<file path="src/rtl/booth_radix4_mult.sv">
// Sequential radix-4 Booth multiplier: N/2+1 iterations over (N+2)-bit extended
// operands, so signed and unsigned products share one datapath and one latency.
module booth_radix4_mult #(
    parameter int N = 8
) (
    input  logic           clk,
    input  logic           rst,
    input  logic           start,
    input  logic           signed_mode,
    input  logic [N-1:0]   A,
    input  logic [N-1:0]   B,
    output logic           busy,
    output logic           done,
    output logic [2*N-1:0] result
);

    localparam int K  = N / 2 + 1;
    localparam int CW = $clog2(K + 1);

    typedef enum logic [1:0] {IDLE, RUN, DONE} state_t;

    state_t                state_q, state_d;
    logic signed [N+1:0]   m_q, m_d;
    logic signed [N+1:0]   h_q, h_d;
    logic        [N+1:0]   q_q, q_d;
    logic                  qm1_q, qm1_d;
    logic        [CW-1:0]  cnt_q, cnt_d;
    logic        [2*N-1:0] result_q, result_d;

    logic signed [N+2:0]   h_ext, m_ext, addend, h_sum;

    // Booth digit from {Q[1],Q[0],Q_-1}, accumulated with one guard bit.
    always_comb begin
        h_ext = {h_q[N+1], h_q};
        m_ext = {m_q[N+1], m_q};
        unique case ({q_q[1:0], qm1_q})
            3'b001, 3'b010: addend = m_ext;
            3'b011:         addend = m_ext <<< 1;
            3'b100:         addend = -(m_ext <<< 1);
            3'b101, 3'b110: addend = -m_ext;
            default:        addend = '0;
        endcase
        h_sum = h_ext + addend;
    end

    always_comb begin
        state_d  = state_q;
        m_d      = m_q;
        h_d      = h_q;
        q_d      = q_q;
        qm1_d    = qm1_q;
        cnt_d    = cnt_q;
        result_d = result_q;
        unique case (state_q)
            IDLE, DONE: begin
                state_d = IDLE;
                if (start) begin
                    state_d = RUN;
                    m_d     = signed_mode ? {{2{A[N-1]}}, A} : {2'b00, A};
                    q_d     = signed_mode ? {{2{B[N-1]}}, B} : {2'b00, B};
                    h_d     = '0;
                    qm1_d   = 1'b0;
                    cnt_d   = CW'(K);
                end
            end
            RUN: begin
                // Arithmetic shift of {H_sum, Q, Q_-1} by two places.
                h_d   = {h_sum[N+2], h_sum[N+2:2]};
                q_d   = {h_sum[1:0], q_q[N+1:2]};
                qm1_d = q_q[1];
                cnt_d = cnt_q - CW'(1);
                if (cnt_q == CW'(1)) begin
                    state_d  = DONE;
                    result_d = {h_sum[N-1:0], q_q[N+1:2]};
                end
            end
            default: state_d = IDLE;
        endcase
    end

    always_ff @(posedge clk or negedge rst) begin
        if (!rst) begin
            state_q  <= IDLE;
            m_q      <= '0;
            h_q      <= '0;
            q_q      <= '0;
            qm1_q    <= 1'b0;
            cnt_q    <= '0;
            result_q <= '0;
        end else begin
            state_q  <= state_d;
            m_q      <= m_d;
            h_q      <= h_d;
            q_q      <= q_d;
            qm1_q    <= qm1_d;
            cnt_q    <= cnt_d;
            result_q <= result_d;
        end
    end

    assign busy   = (state_q == RUN);
    assign done   = (state_q == DONE);
    assign result = result_q;

endmodule

</file>
<file path="config.mk">
export PLATFORM = sky130hd
export DESIGN_NAME = booth_radix4_mult
export DESIGN_NICKNAME = d
export VERILOG_FILES = /design/src/rtl/booth_radix4_mult.sv
export SDC_FILE = /design/constraint.sdc
export NUM_CORES = 1
export LEC_CHECK = 0
export ABC_AREA = 0
export CORE_MARGIN = 5
export CORE_UTILIZATION = 45
export DETAILED_ROUTE_END_ITERATION = 10
export GPL_TIMING_DRIVEN = 0
export PLACE_DENSITY = 0.67
export SKIP_CTS_REPAIR_TIMING = 1
export SYNTH_ARGS = -nofsm -noshare
export SYNTH_HDL_FRONTEND = slang
export SYNTH_SLANG_ARGS = --single-unit
</file>
<file path="constraint.sdc">
create_clock -name clk -period 8.5 [get_ports clk]
set_clock_uncertainty 0.2 [all_clocks]
set_input_delay 1.275 -clock clk [delete_from_list [all_inputs] [get_ports clk]]
set_output_delay 1.275 -clock clk [all_outputs]
set_load 0.02 [all_outputs]
</file>
==> results of run 1 <==
## per-layer routing
layer / track usage (%) / vias up
li1: - / 1340
met1: 25.2 / 1247
met2: 27.6 / 60
met3: 2.89 / 8
met4: 5.28 / 0
met5: 0 / -
## cells by family (layout without fill, tap and decap cells)
group	Yosys count	count (layout)	share of synthesized area, %
buffers and inverters	36	82	4.85
AO/OA/AOI/OAI	90	90	18.5
flip-flops	50	50	41.8
XOR/XNOR	15	15	4.39
AND/OR/NAND/NOR	162	162	23.8
adder cells (fa/ha/maj)	14	14	6.10
multiplexers	2	2	0.668
## critical path: stages (launching register included)
cell      delay [ns]
dfrtp_1         0.38
clkbuf_1        0.39
clkbuf_1        0.46
a221oi_1        0.15
a31oi_1         0.29
ha_1            0.36
a211oi_1        0.31
o21ai_0         0.21
a21oi_1         0.17
nand2b_1        0.13
xnor2_1         0.08
a22oi_1         0.14
o31ai_1         0.09
## state kept, by name, summed over array words and instances (netlist names)
signal and count:
cnt_q 3, q_q 10, h_q 9, m_q 9
qm1_q 1, state_q 2, result 16
## path summary, 6_finish.rpt
check	startpoint	to	slack, ns	depth (start not counted)
worst max register to register	q_q[0]$_DFFE_PN0P_	h_q[8]$_DFFE_PN0P_	5.02	12
worst max-delay path	q_q[0]$_DFFE_PN0P_	h_q[8]$_DFFE_PN0P_	5.02	12
worst min-delay path	result[9]$_DFFE_PN0P_	result[9]$_DFFE_PN0P_	0.28	2
max in group asynchronous	rst	qm1_q$_DFFE_PN0P_	6.86	2
min in group asynchronous	rst	result[6]$_DFFE_PN0P_	0.70	1
worst min register to register	result[9]$_DFFE_PN0P_	result[9]$_DFFE_PN0P_	0.28	2
## through the flow
step	setup WS (ns)	instance area, sq um	utilization (%)	std cells	hold WS, ns
after floorplan	5.50	3000	-	369	0.250
after CTS	5.01	3590	56.0	492	0.288
after detailed placement	5.07	3480	54.1	484	0.261
final	5.02	3590	56.0	492	0.282
after global routing	4.68	3590	56.0	492	0.305
after global placement	4.46	3460	53.9	483	0.259
## placed cells by master (no fill, tap or decap), types with 2 or more instances in the layout
master | Yosys | routed
mux2i_1 | 2 | 2
xor2_1 | 7 | 7
nand2b_1 | 4 | 4
nor2b_1 | 7 | 7
buf_2 | 2 | 3
dfrtp_1 | 50 | 50
a31oi_1 | 10 | 10
clkdlybuf4s50_1 | 0 | 36
a22oi_1 | 7 | 7
clkbuf_1 | 20 | 20
ha_1 | 13 | 13
nor3_1 | 5 | 5
o21ai_0 | 32 | 32
a211oi_1 | 3 | 3
clkbuf_8 | 0 | 5
o41ai_1 | 2 | 2
nor2_1 | 29 | 29
inv_1 | 13 | 13
nor4b_1 | 2 | 2
a21oi_1 | 19 | 19
a221oi_1 | 3 | 3
xnor2_1 | 8 | 8
and2_1 | 2 | 2
a22o_1 | 4 | 4
nand2_1 | 103 | 103
nand3_1 | 4 | 4
## final cells by class
| type | instances | area, sq um |
|---|---|---|
| fillers | 606 | 2830 |
| multi-input cells | 283 | 1600 |
| flip-flops and latches | 50 | 1250 |
| repair buffers | 38 | 385 |
| plain buffers | 23 | 96.3 |
| well taps | 77 | 96.3 |
| clock buffers | 5 | 68.8 |
| clock inverters | 3 | 48.8 |
| inverters | 13 | 48.8 |
==> flow_summary.ini, run 1 <==
[finish]
fin_nets = 448
drive_gt1_share_pct = 4.34
area_delta_synth_final_pct = 20.0
num_antenna_cells = 0

[clock_tree]
cts.reportedPaths.clkPinSlew_ns = 0.11
cts-root-buf = clkbuf_8
cts_made_buffers = 5
clkLatencyLatePin_ns = 0.31
clock-sinks = 50
clockBufferDepth = 2
h-tree-depth = 2
cts_tree = yes

[detailed_routing]
totalWireLength_mm = 7.17
wl_met3_um = 321
routed.top_layer = met4
drc = 0
drtIter0Drc = 210
wl_met2_mm = 3.26
postRouteAntennaNets = 0
vias = 2655
drt_pass1_iterations = 4
routedWlPerCell_um = 14.6
viasPerCell = 5.40
wl_met1_mm = 3.47

[floorplanning]
core_area_sq_mm = 0.00642
die_w_um = 91.6
die_h_um = 91.6
initial_utilization_pct = 46.6
pin_count = 38
dieArea_sq_mm = 0.00839
row_count = 29

[grt]
gr-total-overflow = 0
grt_pass1_wl_mm = 12.1
track_usage_pct = 17.7
grt_max_degree = 32
grt_pass1_vias = 2495
antenna_found_initial = 0

[sta]
slew_headroom_pct = 65.1
tightestPinTransition_ns = 0.523
finalSetupViolCount = 0
fin_crit_sh_pct = 41.0
fmax_mhz = 287
final-hold-violation-count = 0
drv_slew = 0
finalSetupTns_ns = 0
fin_crit_ns = 3.48
rsz0062_at_grt = false

[synth]
synth_top_area_cell = dfrtp_1
synth-async-reset-ratio_pct = 100
synth_top_area_share_pct = 41.8
synth_edf_count = 0
syn_area_sq_mm = 0.00300
syn-instance-count = 369
syn_avg_cell_area_sq_um = 8.12
synth_most_common_cell = nand2_1
yosysWarnings = 0
synthFlopType = dfrtp_1
synth_commonest_cells = nand2_1, dfrtp_1, o21ai_0
synth_seq_cells = 50
syn_nets = 403
synthTopCellsByArea = dfrtp_1, nand2_1, ha_1, o21ai_0, nor2_1
yosys.cell_types.count = 42
ys_seq_area_share_pct = 41.8

[placed_design]
portBuffers = 37
hpwlAfterDp_mm = 5.42
place.gp.congestion = 0.920

[critical_path]
end_kind = flip-flop
cp.required_ns = 8.48
crit_path_max_fanout = 10
startpoint_type = flip-flop
path_class = reg2reg
worstPathArrival_ns = 3.46

[min_path]
hp-class = reg2reg

[run]
maxCapViolCount = 0

[run_status]
status = finished, final reports clean
Power of run 1 is not shown: default switching activity piles up to over one toggle a cycle in this logic, so the estimate is an artifact.
==> inputs of run 2 (changes only) <==
==> constraint.sdc (replaced) <==
create_clock -name clk -period 3.6 [get_ports clk]
set_clock_uncertainty 0.2 [all_clocks]
set_input_delay 0.54 -clock clk [delete_from_list [all_inputs] [get_ports clk]]
set_output_delay 0.54 -clock clk [all_outputs]
set_load 0.02 [all_outputs]
==> run 2 against run 1 <==
- critical path depth rose by 1
- die area did not move
- hold slack barely moved
- first-iteration DRC count rose by 1.4%
- critical path type unchanged
==> flow_summary.ini, run 2 (same netlist as run 1, synthesis figures left out) <==
[detailed_routing]
postRouteAntennaNets = 0
viasPerCell = 5.36
routedWlPerCell_um = 14.6
totalWireLength_mm = 7.20
drc = 0
drtIter0Drc = 213
drt_pass1_iterations = 5
vias = 2637

[floorplanning]
dieArea_sq_mm = 0.00839
pin_count = 38
die_h_um = 91.6
initial_utilization_pct = 46.6
die_w_um = 91.6
row_count = 29
core_area_sq_mm = 0.00642

[critical_path]
startpoint_type = flip-flop
cp.required_ns = 3.58
end_kind = flip-flop
reg2reg_depth = 13
crit_path_max_fanout = 7
worstPathArrival_ns = 3.30
path_class = reg2reg
r2r_slack_ns = 0.29

[clock_tree]
clock-sinks = 50
h-tree-depth = 2
clockBufferDepth = 2
cts_made_buffers = 5
clkLatencyLatePin_ns = 0.31
cts-root-buf = clkbuf_8
cts_tree = yes
cts.reportedPaths.clkPinSlew_ns = 0.10

[grt]
grt_pass1_wl_mm = 12.1
use_met2_pct = 27.6
gr-total-overflow = 0
grt_max_degree = 32
grt_pass1_vias = 2495
antenna_found_initial = 0
grtUsageMet1_pct = 25.2
busiest_layer = met2
track_usage_pct = 17.7
gr-usage-met3_pct = 2.89

[sta]
fin_crit_sh_pct = 92.0
fmax_mhz = 302
slew_headroom_pct = 65.9
final-hold-violation-count = 0
drv_slew = 0
rsz0062_at_grt = false
fin_crit_ns = 3.31
finalSetupTns_ns = 0
tightestPinTransition_ns = 0.512
finalSetupViolCount = 0

[run]
maxCapViolCount = 0

[min_path]
hp-class = reg2reg
hold_depth = 2

[finish]
fin_util_pct = 56.2
area_delta_synth_final_pct = 20.5
final_cell_mix = nand2_1, dfrtp_1, clkdlybuf4s50_1
num_antenna_cells = 0
fin_nets = 448
drive_gt1_share_pct = 5.54
final_common_cell = nand2_1
largest_reg_flops = 16

[placed_design]
hpwlAfterDp_mm = 5.42
portBuffers = 37
place.gp.congestion = 0.920

[run_status]
status = finished, final reports clean
==> run 2: cell count changes in the layout (fill, tap and decap cells not counted), sizes merged <==
cell         delta
dlygate4sd3     +1
clkbuf          -1
==> run 2: worst paths after layout <==
kind,start,end
max in group asynchronous,rst,qm1_q$_DFFE_PN0P_
min reg2reg,result[9]$_DFFE_PN0P_,result[9]$_DFFE_PN0P_
max,m_q[2]$_DFFE_PN0P_,h_q[8]$_DFFE_PN0P_
min,result[9]$_DFFE_PN0P_,result[9]$_DFFE_PN0P_
max reg2reg,m_q[2]$_DFFE_PN0P_,h_q[8]$_DFFE_PN0P_
min in group asynchronous,rst,result[6]$_DFFE_PN0P_
==> run 2: cell type report <==
cell class              instances  area (sq um)
clock buffers                   5          68.8
plain buffers                  22          97.6
well taps                      77          96.3
flip-flops and latches         50          1250
multi-input cells             283          1600
fillers                       606          2810
inverters                      13          48.8
repair buffers                 39           395
clock inverters                 3          48.8
==> run 2: layer usage <==
layer	share of wire [%]	vias up
met1	49	1235
met5	0	-
met4	1.5	0
li1	-	1337
met2	46	57
met3	4.2	8
==> run 2: worst max-delay path, stage by stage (launching register included) <==
cell and delay [ns]:
dfrtp_1 0.37, clkbuf_1 0.20, or4_4 0.49, o21ai_1 0.18, nand2_1 0.07, a2111o_1 0.39, o21ai_0 0.14, ha_2 0.37
o21a_1 0.21, a21oi_1 0.15, nand2b_1 0.13, xnor2_1 0.08, a22oi_1 0.14, o31ai_1 0.09
==> run 2: per-stage QoR <==
step	hold WS [ns]	cells	worst slack [ns]	cell area [sq um]
after floorplan	0.0444	369	0.597	3000
after global placement	0.259	483	0.181	3460
after detailed placement	0.261	484	0.171	3480
after CTS	-0.0183	492	0.143	3590
after global routing	0.305	492	0.0200	3610
final	0.282	492	0.288	3610
Power of run 2 is left out for the same reason.
